### src/rtl/dmem_access_ctrl_if.sv
// Memory-port bundle between the MEM-stage access controller and the data memory.
// The controller side uses the master modport, the memory side uses the slave modport.
interface dmem_access_ctrl_if;
    logic        mem_req_o;
    logic        mem_we_o;
    logic [31:0] mem_addr_o;
    logic [3:0]  mem_be_o;
    logic [31:0] mem_wdata_o;
    logic        mem_ack_i;
    logic [31:0] mem_rdata_i;

    modport master (
        output mem_req_o, mem_we_o, mem_addr_o, mem_be_o, mem_wdata_o,
        input  mem_ack_i, mem_rdata_i
    );

    modport slave (
        input  mem_req_o, mem_we_o, mem_addr_o, mem_be_o, mem_wdata_o,
        output mem_ack_i, mem_rdata_i
    );
endinterface

### src/rtl/dmem_access_ctrl.sv
// MEM-stage data-memory sequencer: turns byte/half/word load/store codes into a req/ack transaction.
// Optional BUSY timeout abort is enabled by defining DMEM_TIMEOUT_EN.
module dmem_access_ctrl #(
    parameter int TIMEOUT_CYCLES = 255,
    parameter int CNT_W          = 8
) (
    input  logic        clk_i,
    input  logic        rst_i,
    input  logic [1:0]  memread_i,
    input  logic [1:0]  memwrite_i,
    input  logic [31:0] addr_i,
    input  logic [31:0] wdata_i,
    output logic [31:0] rdata_o,
    output logic        stall_o,
    output logic        misalign_o,
    output logic        err_o,
    dmem_access_ctrl_if.master mem
);

    typedef enum logic [1:0] {
        ST_IDLE = 2'd0,
        ST_BUSY = 2'd1,
        ST_DONE = 2'd2
    } state_t;

    state_t      state_r;
    state_t      state_nxt_s;

    logic [1:0]  code_s;
    logic        is_write_s;
    logic        illegal_s;
    logic        misal_s;
    logic        reject_s;
    logic        start_s;
    logic        finish_s;
    logic        timeout_s;

    logic        misalign_r;
    logic        err_r;
    logic [31:0] rdata_r;
    logic        req_r;
    logic        we_r;
    logic [31:0] addr_r;
    logic [3:0]  be_r;
    logic [31:0] wdata_r;
    logic [1:0]  size_r;
    logic [1:0]  off_r;

    function automatic logic [3:0] calc_be(input logic [1:0] size, input logic [1:0] off);
        case (size)
            2'd1:    calc_be = 4'b0001 << off;
            2'd2:    calc_be = off[1] ? 4'b1100 : 4'b0011;
            2'd3:    calc_be = 4'b1111;
            default: calc_be = 4'b0000;
        endcase
    endfunction

    function automatic logic [31:0] lane_wdata(input logic [1:0] size, input logic [31:0] d);
        case (size)
            2'd1:    lane_wdata = {4{d[7:0]}};
            2'd2:    lane_wdata = {2{d[15:0]}};
            default: lane_wdata = d;
        endcase
    endfunction

    function automatic logic [31:0] read_extract(input logic [1:0] size, input logic [1:0] off,
                                                 input logic [31:0] d);
        logic [7:0]  b;
        logic [15:0] h;
        case (off)
            2'd0:    b = d[7:0];
            2'd1:    b = d[15:8];
            2'd2:    b = d[23:16];
            default: b = d[31:24];
        endcase
        h = off[1] ? d[31:16] : d[15:0];
        case (size)
            2'd1:    read_extract = {{24{b[7]}}, b};
            2'd2:    read_extract = {{16{h[15]}}, h};
            default: read_extract = d;
        endcase
    endfunction

    // Request decode; an illegal read+write combination is treated like a misaligned access
    always_comb begin
        code_s     = memread_i | memwrite_i;
        is_write_s = (memwrite_i != 2'd0);
        illegal_s  = (memread_i != 2'd0) && (memwrite_i != 2'd0);
        misal_s    = ((code_s == 2'd2) && addr_i[0]) ||
                     ((code_s == 2'd3) && (addr_i[1:0] != 2'b00));
        reject_s   = (state_r == ST_IDLE) && (illegal_s || ((code_s != 2'd0) && misal_s));
        start_s    = (state_r == ST_IDLE) && (code_s != 2'd0) && !illegal_s && !misal_s;
        finish_s   = (state_r == ST_BUSY) && (mem.mem_ack_i || timeout_s);
    end

`ifdef DMEM_TIMEOUT_EN
    logic [CNT_W-1:0] cnt_r;

    // BUSY-cycle counter, restarted whenever the FSM is outside BUSY
    always_ff @(posedge clk_i or negedge rst_i) begin
        if (!rst_i) begin
            cnt_r <= {CNT_W{1'b0}};
        end else if (state_r == ST_BUSY) begin
            cnt_r <= cnt_r + {{(CNT_W-1){1'b0}}, 1'b1};
        end else begin
            cnt_r <= {CNT_W{1'b0}};
        end
    end

    assign timeout_s = (state_r == ST_BUSY) && !mem.mem_ack_i &&
                       (cnt_r == CNT_W'(TIMEOUT_CYCLES - 1));
`else
    assign timeout_s = 1'b0;
`endif

    // State register
    always_ff @(posedge clk_i or negedge rst_i) begin
        if (!rst_i) begin
            state_r <= ST_IDLE;
        end else begin
            state_r <= state_nxt_s;
        end
    end

    // Next-state logic and pipeline stall (stall is combinational on the issuing IDLE cycle)
    always_comb begin
        state_nxt_s = state_r;
        stall_o     = 1'b0;
        case (state_r)
            ST_IDLE: begin
                if (start_s) begin
                    state_nxt_s = ST_BUSY;
                    stall_o     = 1'b1;
                end else begin
                    state_nxt_s = ST_IDLE;
                end
            end
            ST_BUSY: begin
                stall_o = 1'b1;
                if (finish_s) begin
                    state_nxt_s = ST_DONE;
                end else begin
                    state_nxt_s = ST_BUSY;
                end
            end
            ST_DONE: begin
                state_nxt_s = ST_IDLE;
            end
            default: begin
                state_nxt_s = ST_IDLE;
            end
        endcase
    end

    // Memory-port, load-result and error registers
    always_ff @(posedge clk_i or negedge rst_i) begin
        if (!rst_i) begin
            misalign_r <= 1'b0;
            err_r      <= 1'b0;
            rdata_r    <= 32'h0000_0000;
            req_r      <= 1'b0;
            we_r       <= 1'b0;
            addr_r     <= 32'h0000_0000;
            be_r       <= 4'b0000;
            wdata_r    <= 32'h0000_0000;
            size_r     <= 2'd0;
            off_r      <= 2'd0;
        end else begin
            misalign_r <= reject_s;
            if (reject_s || (finish_s && !mem.mem_ack_i)) begin
                err_r <= 1'b1;
            end
            if (start_s) begin
                req_r   <= 1'b1;
                we_r    <= is_write_s;
                addr_r  <= {addr_i[31:2], 2'b00};
                be_r    <= calc_be(code_s, addr_i[1:0]);
                wdata_r <= lane_wdata(code_s, wdata_i);
                size_r  <= code_s;
                off_r   <= addr_i[1:0];
            end else if (finish_s) begin
                req_r <= 1'b0;
            end
            // Load data lives in rdata_r only for the DONE cycle that follows completion
            if (finish_s && mem.mem_ack_i && !we_r) begin
                rdata_r <= read_extract(size_r, off_r, mem.mem_rdata_i);
            end else begin
                rdata_r <= 32'h0000_0000;
            end
        end
    end

    assign rdata_o         = rdata_r;
    assign misalign_o      = misalign_r;
    assign err_o           = err_r;
    assign mem.mem_req_o   = req_r;
    assign mem.mem_we_o    = we_r;
    assign mem.mem_addr_o  = addr_r;
    assign mem.mem_be_o    = be_r;
    assign mem.mem_wdata_o = wdata_r;

endmodule
### src/flat_wrapper.sv
// flat-port wrapper written by rule: the top's interface ports become plain ports
module dmem_access_ctrl_flat 
#(
    parameter int TIMEOUT_CYCLES = 255,
    parameter int CNT_W          = 8
)
  (clk_i, rst_i, memread_i, memwrite_i, addr_i, wdata_i, rdata_o, stall_o, misalign_o, err_o, mem_mem_req_o, mem_mem_we_o, mem_mem_addr_o, mem_mem_be_o, mem_mem_wdata_o, mem_mem_ack_i, mem_mem_rdata_i);
  dmem_access_ctrl_if mem_i ();
  input  logic clk_i;
  input  logic rst_i;
  input  logic [1:0] memread_i;
  input  logic [1:0] memwrite_i;
  input  logic [31:0] addr_i;
  input  logic [31:0] wdata_i;
  output logic [31:0] rdata_o;
  output logic stall_o;
  output logic misalign_o;
  output logic err_o;
  output wire logic [$bits(mem_i.mem_req_o)-1:0] mem_mem_req_o;
  output wire logic [$bits(mem_i.mem_we_o)-1:0] mem_mem_we_o;
  output wire logic [$bits(mem_i.mem_addr_o)-1:0] mem_mem_addr_o;
  output wire logic [$bits(mem_i.mem_be_o)-1:0] mem_mem_be_o;
  output wire logic [$bits(mem_i.mem_wdata_o)-1:0] mem_mem_wdata_o;
  input wire logic [$bits(mem_i.mem_ack_i)-1:0] mem_mem_ack_i;
  input wire logic [$bits(mem_i.mem_rdata_i)-1:0] mem_mem_rdata_i;
  assign mem_mem_req_o = mem_i.mem_req_o;
  assign mem_mem_we_o = mem_i.mem_we_o;
  assign mem_mem_addr_o = mem_i.mem_addr_o;
  assign mem_mem_be_o = mem_i.mem_be_o;
  assign mem_mem_wdata_o = mem_i.mem_wdata_o;
  assign mem_i.mem_ack_i = mem_mem_ack_i;
  assign mem_i.mem_rdata_i = mem_mem_rdata_i;
  dmem_access_ctrl #(.TIMEOUT_CYCLES(TIMEOUT_CYCLES), .CNT_W(CNT_W)) u_core (.clk_i(clk_i), .rst_i(rst_i), .memread_i(memread_i), .memwrite_i(memwrite_i), .addr_i(addr_i), .wdata_i(wdata_i), .rdata_o(rdata_o), .stall_o(stall_o), .misalign_o(misalign_o), .err_o(err_o), .mem(mem_i));
endmodule
### config.mk
export PLATFORM = sky130hd
export DESIGN_NAME = dmem_access_ctrl_flat
export DESIGN_NICKNAME = d
export VERILOG_FILES = /design/src/rtl/dmem_access_ctrl_if.sv /design/src/rtl/dmem_access_ctrl.sv /design/src/flat_wrapper.sv
export SDC_FILE = /design/constraint.sdc
export NUM_CORES = 1
export LEC_CHECK = 0
export CORE_AREA = 2 2 140 142
export DETAILED_ROUTE_END_ITERATION = 6
export DIE_AREA = 0 0 142 144
export HOLD_SLACK_MARGIN = 0.03
export PLACE_DENSITY_LB_ADDON = 0.15
export SKIP_CTS_REPAIR_TIMING = 1
export SLEW_MARGIN = 20
export SYNTH_ARGS = -nofsm -noshare
export SYNTH_HDL_FRONTEND = slang
export SYNTH_SLANG_ARGS = --single-unit
### constraint.sdc
create_clock -name clk_i -period 2.3 [get_ports clk_i]
set_clock_uncertainty 0.2 [all_clocks]
set_input_delay 0.46 -clock clk_i [delete_from_list [all_inputs] [get_ports clk_i]]
set_output_delay 0.46 -clock clk_i [all_outputs]
set_load 0.03 [all_outputs]
# Word level (Yosys, flattened, before mapping)
# Cells that the tools add are included.
[totals]
ff_bits = 108
inputBits = 103
out_inout_bits = 105
elab_cells = 61
[classes]
eq_ne = 8
n_shift = 1
n_mux = 14
n_bitwise = 1
n_reduce_logical = 26
[ops]
columns = ["op", "n"]
rows = [
  ["32-bit one-hot mux with 2 select lines", 2],
  ["32-bit two-way mux", 1],
  ["8-bit one-hot mux with 3 select lines", 1],
  ["16-bit two-way mux", 1],
  ["1-bit logical AND", 12],
  ["4-bit one-hot mux with 3 select lines", 1],
  ["2-bit nonzero test", 5],
  ["2-bit by 1-bit equality test with 1-bit output (second input constant)", 4],
  ["2-bit equality test (second input constant)", 4],
  ["1-bit logical NOT", 4],
  ["2-bit logical NOT", 2],
  ["1-bit two-way mux", 4],
  ["4-bit two-way mux", 1],
  ["2-bit one-hot mux with 2 select lines", 1],
  ["1-bit by 2-bit left shift with 4-bit output (first input constant)", 1],
  ["1-bit logical OR", 3],
  ["2-bit two-way mux", 1],
  ["2-bit bitwise OR", 1],
  ["1-bit one-hot mux with 2 select lines", 1],
]

# Depth between registers and ports, before layout
# Gate-level depths: netlist (run 1).
[depth]
ltp_word = 8
mapped_depth = 8
mapped_depth_nobuf = 6

# Least setup slack after synthesis (run 1)
# No wires, ideal clock.
[synth_timing]
path_kind = "input to output"
start = "input memread_i[1]"
end = "output stall_o"
arrival_ns = 1.811
t_required_ns = 1.640
path_slack_ns = -0.171
cell_stages = 7
n_path_buf = 1
cell_sequence = "nor2_1 inv_1 ha_1 o21ai_2 nand4_2 buf_2 nand2_1"
[synth_via]
elab_chain_cells = 8
word_cells_on_any_way = 16
classes_between = "2 x eq/ne; 2 x mux; 1 x bitwise; 11 x reduce/logical"
[synth_lines]
columns = ["item", "line", "rtl"]
rows = [
  ["from (decl)", "flat_wrapper.sv:11", "input logic [1:0] memread_i;"],
  ["2-bit bitwise OR *", "dmem_access_ctrl.sv:86", "code_s = memread_i | memwrite_i;"],
  ["via u_core.code_s[1]", "dmem_access_ctrl.sv:29", "logic [1:0] code_s;"],
  ["2-bit equality test (on tied branches)", "dmem_access_ctrl.sv:89, dmem_access_ctrl.sv:90", ""],
  ["1-bit logical AND (on tied branches)", "dmem_access_ctrl.sv:89, dmem_access_ctrl.sv:90", ""],
  ["1-bit logical OR", "dmem_access_ctrl.sv:89", "misal_s = ((code_s == 2'd2) && addr_i[0]) ||"],
  ["1-bit logical NOT", "dmem_access_ctrl.sv:92", "start_s = (state_r == ST_IDLE) && (code_s != 2'd0) && !illegal_s && !misal_s;"],
  ["1-bit logical AND *", "dmem_access_ctrl.sv:92", ""],
  ["1-bit two-way mux *", "dmem_access_ctrl.sv:131", "if (start_s) begin"],
  ["1-bit one-hot mux with 2 select lines *", "dmem_access_ctrl.sv:129", "case (state_r)"],
  ["to (decl)", "flat_wrapper.sv:16", "output logic stall_o;"],
]
# Mark *: on every way through the listed nets, which the timed path passes. The rest lies on a longest branch.

# Worst setup path after layout (run 1)
[layout_timing]
start = "input memwrite_i[1]"
end = "output stall_o"
[layout_via]
elab_chain_cells = 8
word_cells_on_any_way = 16
classes_between = "2 x eq/ne; 2 x mux; 1 x bitwise; 11 x reduce/logical"
[layout_lines]
columns = ["item", "line", "rtl"]
rows = [
  ["from (decl)", "flat_wrapper.sv:12", "input logic [1:0] memwrite_i;"],
  ["2-bit bitwise OR *", "dmem_access_ctrl.sv:86", ""],
  ["via u_core.code_s[1]", "dmem_access_ctrl.sv:29", ""],
  ["2-bit equality test (on tied branches)", "dmem_access_ctrl.sv:89, dmem_access_ctrl.sv:90", ""],
  ["1-bit logical AND (on tied branches)", "dmem_access_ctrl.sv:89, dmem_access_ctrl.sv:90", ""],
  ["1-bit logical OR", "dmem_access_ctrl.sv:89", ""],
  ["1-bit logical NOT", "dmem_access_ctrl.sv:92", ""],
  ["1-bit logical AND *", "dmem_access_ctrl.sv:92", ""],
  ["1-bit two-way mux *", "dmem_access_ctrl.sv:131", ""],
  ["1-bit one-hot mux with 2 select lines *", "dmem_access_ctrl.sv:129", ""],
]
# Marked as above.

==> metrics list, run 1 <==
* Status: finished, final reports clean
- Setup repair after global routing missed its margin: no
- Time the final worst path needs with I/O delays and setup: 2.20 ns
- Number of unique standard cell types used by synthesis: 42
- Number of buffer and inverter stages on the critical path: 3
- In this run the tightest slew margin relative to its limit is 61.6%.
* Num CTS Buffers: 9
* Synthesis-to-finish area growth: 52.1%
- Depth of the CTS H-tree: 3
* Net count, final: 777
* Initial standard-cell utilization of the core: 29.1%
- Entering global routing, the biggest net connects 41 pins.
- The kind of cell with the highest combined delay along the critical path is simple AND/OR/NAND/NOR gates.
* Residual overflow from global routing: 0
- Number of input and output port buffers inserted: 205
- Clock-pin slew was measured on the worst setup and hold paths at 0.08 ns.
* Final worst path period share: 95.9%
- Top-level port count: 208
- Routed vias/inst: 4.71
- DIE AREA: 20,400 µm²
- Wire length of the first global-routing pass: 25,100 µm
- Post-synth top area cell: sky130_fd_sc_hd__dfrtp_1
- In the final layout, the share of cells above drive strength 1 is 26.4%.
* # rows: 51
* Number of enable flip-flop cells after synthesis: 0
- Power comes to 8970 µW.
- Router iterations before antenna repair: 4
- Setup violations remaining at the end of the flow were counted as 0.
- Worst R2R Setup Slack: 0.25 ns
- The hold violation count in the final report came to 0.
* Most frequent cells in the layout: sky130_fd_sc_hd__clkdlybuf4s50_1, sky130_fd_sc_hd__dfrtp_1, sky130_fd_sc_hd__mux2_4, sky130_fd_sc_hd__buf_4, sky130_fd_sc_hd__inv_1
* Total negative setup slack: 0 ns
- Routed via count: 4,292
- Most common library cell in the layout ignoring fill and taps: sky130_fd_sc_hd__clkdlybuf4s50_1
- In the routed design, unresolved DRC markers number 0.
- Post-route cell area: 8460 µm²
- Area share of the largest cell type after synthesis: 48.6%
- In this run the worst hold path is classified as flip-flop to flip-flop.
- The filler cells instantiated in the layout total 1,739.
* Overall die height: 144 µm
- Global routing consumed, over all layers together, 15.9% of the routing resources.
* Worst Tran Pin Value: 0.576 ns
* Max-capacitance violation count: 0
* WL/cell: 17.7 µm
* Reg area: 2700 µm²
* Vias in the first global route: 4,510
- In this run the remaining antenna-violating nets after routing total 0.
- Max Slew Vio Count: 0
- CTS tree: built
- Starting DRT DRC Count: 201
* Sum of routed wire length over all layers: 16,200 µm
- Cell-by-cell listing of the critical path: dlymetal6s2s_1, nor2_4, inv_2, ha_4, o21ai_4, nand4_4, nand2_4, buf_6
- Startpoint Class: input port
- STA classifies the critical path endpoint as an output pin.
* Crit-path max FO: 3
- The clock passes through at most 2 buffers.
- The die is 142 µm wide.
- Dpl cell area: 8080 µm²
* Routability cong.: 0.808
* Fraction of synthesis flops using an asynchronous set or reset pin: 100%
- VDD IR max: 435 µV
- Post-synthesis instance area: 5560 µm²
- Longest individual stage delay on the worst path: 0.18 ns
* # diodes: 0
- Clock sinks: 108
- STA puts the critical path data arrival time at 1.54 ns.
- Detailed placement finished with a half-perimeter wire length of 12,300 µm.
- Biggest area contributors in the synthesized netlist: sky130_fd_sc_hd__dfrtp_1, sky130_fd_sc_hd__mux2_4, sky130_fd_sc_hd__mux2i_1, sky130_fd_sc_hd__mux2_2, sky130_fd_sc_hd__inv_1
* Pwr dens: 1060 nW/µm²
- The core region is 19,100 µm².
- Sequential area share after synthesis: 48.6%
* Cell with the largest stage delay on the worst path: sky130_fd_sc_hd__ha_4
* P_leak: 0.00377 µW
- Seq cells post-synth: 108
- Initial antenna violation count: 0
- In the synthesized netlist the dominant register cell turns out to be sky130_fd_sc_hd__dfrtp_1.
* Average cell area after synthesis: 12.8 µm²
- The tree is rooted in a sky130_fd_sc_hd__clkbuf_16.
- Setup Crit Path Kind: input port to output pin
- Fmax: 0.454 GHz
- Clock latency on the worst-skew pair, taken at its later pin, is 0.35 ns.
* Number of warnings printed during yosys synthesis: 0
- Share of the core filled with cells: 44.4%
* Area of combinational cells with multiple inputs: 2490 µm²
- Cell count after synthesis: 433
- For the worst setup path, the data required time is 1.64 ns.
worst register-to-register path, delay by kind of cell (launching register included):
| family | cells | cell delay [ns] |
|---|---|---|
| fa+ha+maj | 1 | 0.49 |
| buf+inv | 2 | 0.47 |
| compound gates | 2 | 0.44 |
| flops | 1 | 0.35 |
cell usage after synthesis (6+ instances only):
cell type	number
sky130_fd_sc_hd__a22o_1	8
sky130_fd_sc_hd__clkbuf_1	12
sky130_fd_sc_hd__a221oi_1	15
sky130_fd_sc_hd__a221oi_2	10
sky130_fd_sc_hd__buf_2	6
sky130_fd_sc_hd__mux2_4	55
sky130_fd_sc_hd__mux2_2	20
sky130_fd_sc_hd__mux2i_1	25
sky130_fd_sc_hd__nand2_1	12
sky130_fd_sc_hd__o22ai_1	15
sky130_fd_sc_hd__a21oi_1	17
sky130_fd_sc_hd__buf_12	6
sky130_fd_sc_hd__inv_1	42
sky130_fd_sc_hd__nor2_1	11
sky130_fd_sc_hd__o21ai_0	13
sky130_fd_sc_hd__o221a_2	7
sky130_fd_sc_hd__dfrtp_1	108
sky130_fd_sc_hd__ha_1	6
sky130_fd_sc_hd__a22oi_1	8
power by group:
group	internal (µW)	switching (µW)
combinational	2190	2400
clock	766	797
sequential	2460	366
total	5410	3560
state kept, by name, indices dropped and copies added (netlist names):
| register | flops |
|---|---|
| u_core.misalign_o | 1 |
| u_core.rdata_o | 32 |
| u_core.off_r | 2 |
| u_core.size_r | 2 |
| u_core.state_r | 2 |
| u_core.mem.mem_addr_o | 30 |
| u_core.mem.mem_req_o | 1 |
| u_core.mem.mem_we_o | 1 |
| u_core.err_o | 1 |
| u_core.mem.mem_wdata_o | 32 |
| u_core.mem.mem_be_o | 4 |
metal layers:
| layer | vias up | track usage, % | share of wire, % |
|---|---|---|---|
| met4 | 0 | 5.74 | 1.8 |
| met1 | 2081 | 21.5 | 46 |
| met3 | 19 | 3.34 | 5.9 |
| met2 | 150 | 25.2 | 47 |
| li1 | 2042 | - | - |
| met5 | - | 0 | 0 |
worst paths after layout:
check,startpoint,end,cells past startpoint
min in group asynchronous,rst_i,u_core.mem.mem_req_o,2
min reg2reg,u_core.err_o,u_core.err_o,1
max reg2reg,u_core.size_r[0],u_core.rdata_o[4],5
max,memwrite_i[1],stall_o,8
min,u_core.err_o,u_core.err_o,1
max in group asynchronous,rst_i,u_core.rdata_o[27],3
per-stage QoR:
stage | instances | hold slack [ns] | worst slack, ns
after floorplan | 434 | -0.0356 | 0.00895
after global placement | 891 | 0.288 | -0.445
after detailed placement | 891 | 0.277 | -0.518
after CTS | 907 | -0.0987 | -0.456
after global routing | 911 | 0.325 | 0.0278
final | 911 | 0.304 | 0.0953
logic make-up (layout without fill, tap and decap cells):
family,after synthesis,in the layout,share of synthesized area [%]
adder cells (fa/ha/maj),6,6,1.35
AND/OR/NAND/NOR,36,36,3.35
buffers and inverters,77,316,7.90
multiplexers,100,100,23.4
AO/OA/AOI/OAI,105,105,15.3
flip-flops,108,108,48.6
other,1,2,0.0674
final cells by class:
cell class	count	share of cell area, %
sequential	108	31.9
clock inverter	7	0.828
multi-input combinational	249	29.5
timing repair buffer	258	29.7
inverter	42	1.86
tap	238	3.52
clock buffer	9	2.66
No activity file was read; power rests on OpenSTA's default activity.
==> run 2: changes to the inputs <==
--- a/config.mk
+++ b/config.mk
@@ -5,6 +5,8 @@
 export SDC_FILE = /design/constraint.sdc
 export NUM_CORES = 1
 export LEC_CHECK = 0
+export ABC_AREA = 0
+export CAP_MARGIN = 20
 export CORE_AREA = 2 2 140 142
 export DETAILED_ROUTE_END_ITERATION = 6
 export DIE_AREA = 0 0 142 144
==> results of run 2 <==
The final DEF is identical to that of run 1; final timing and power are the same.
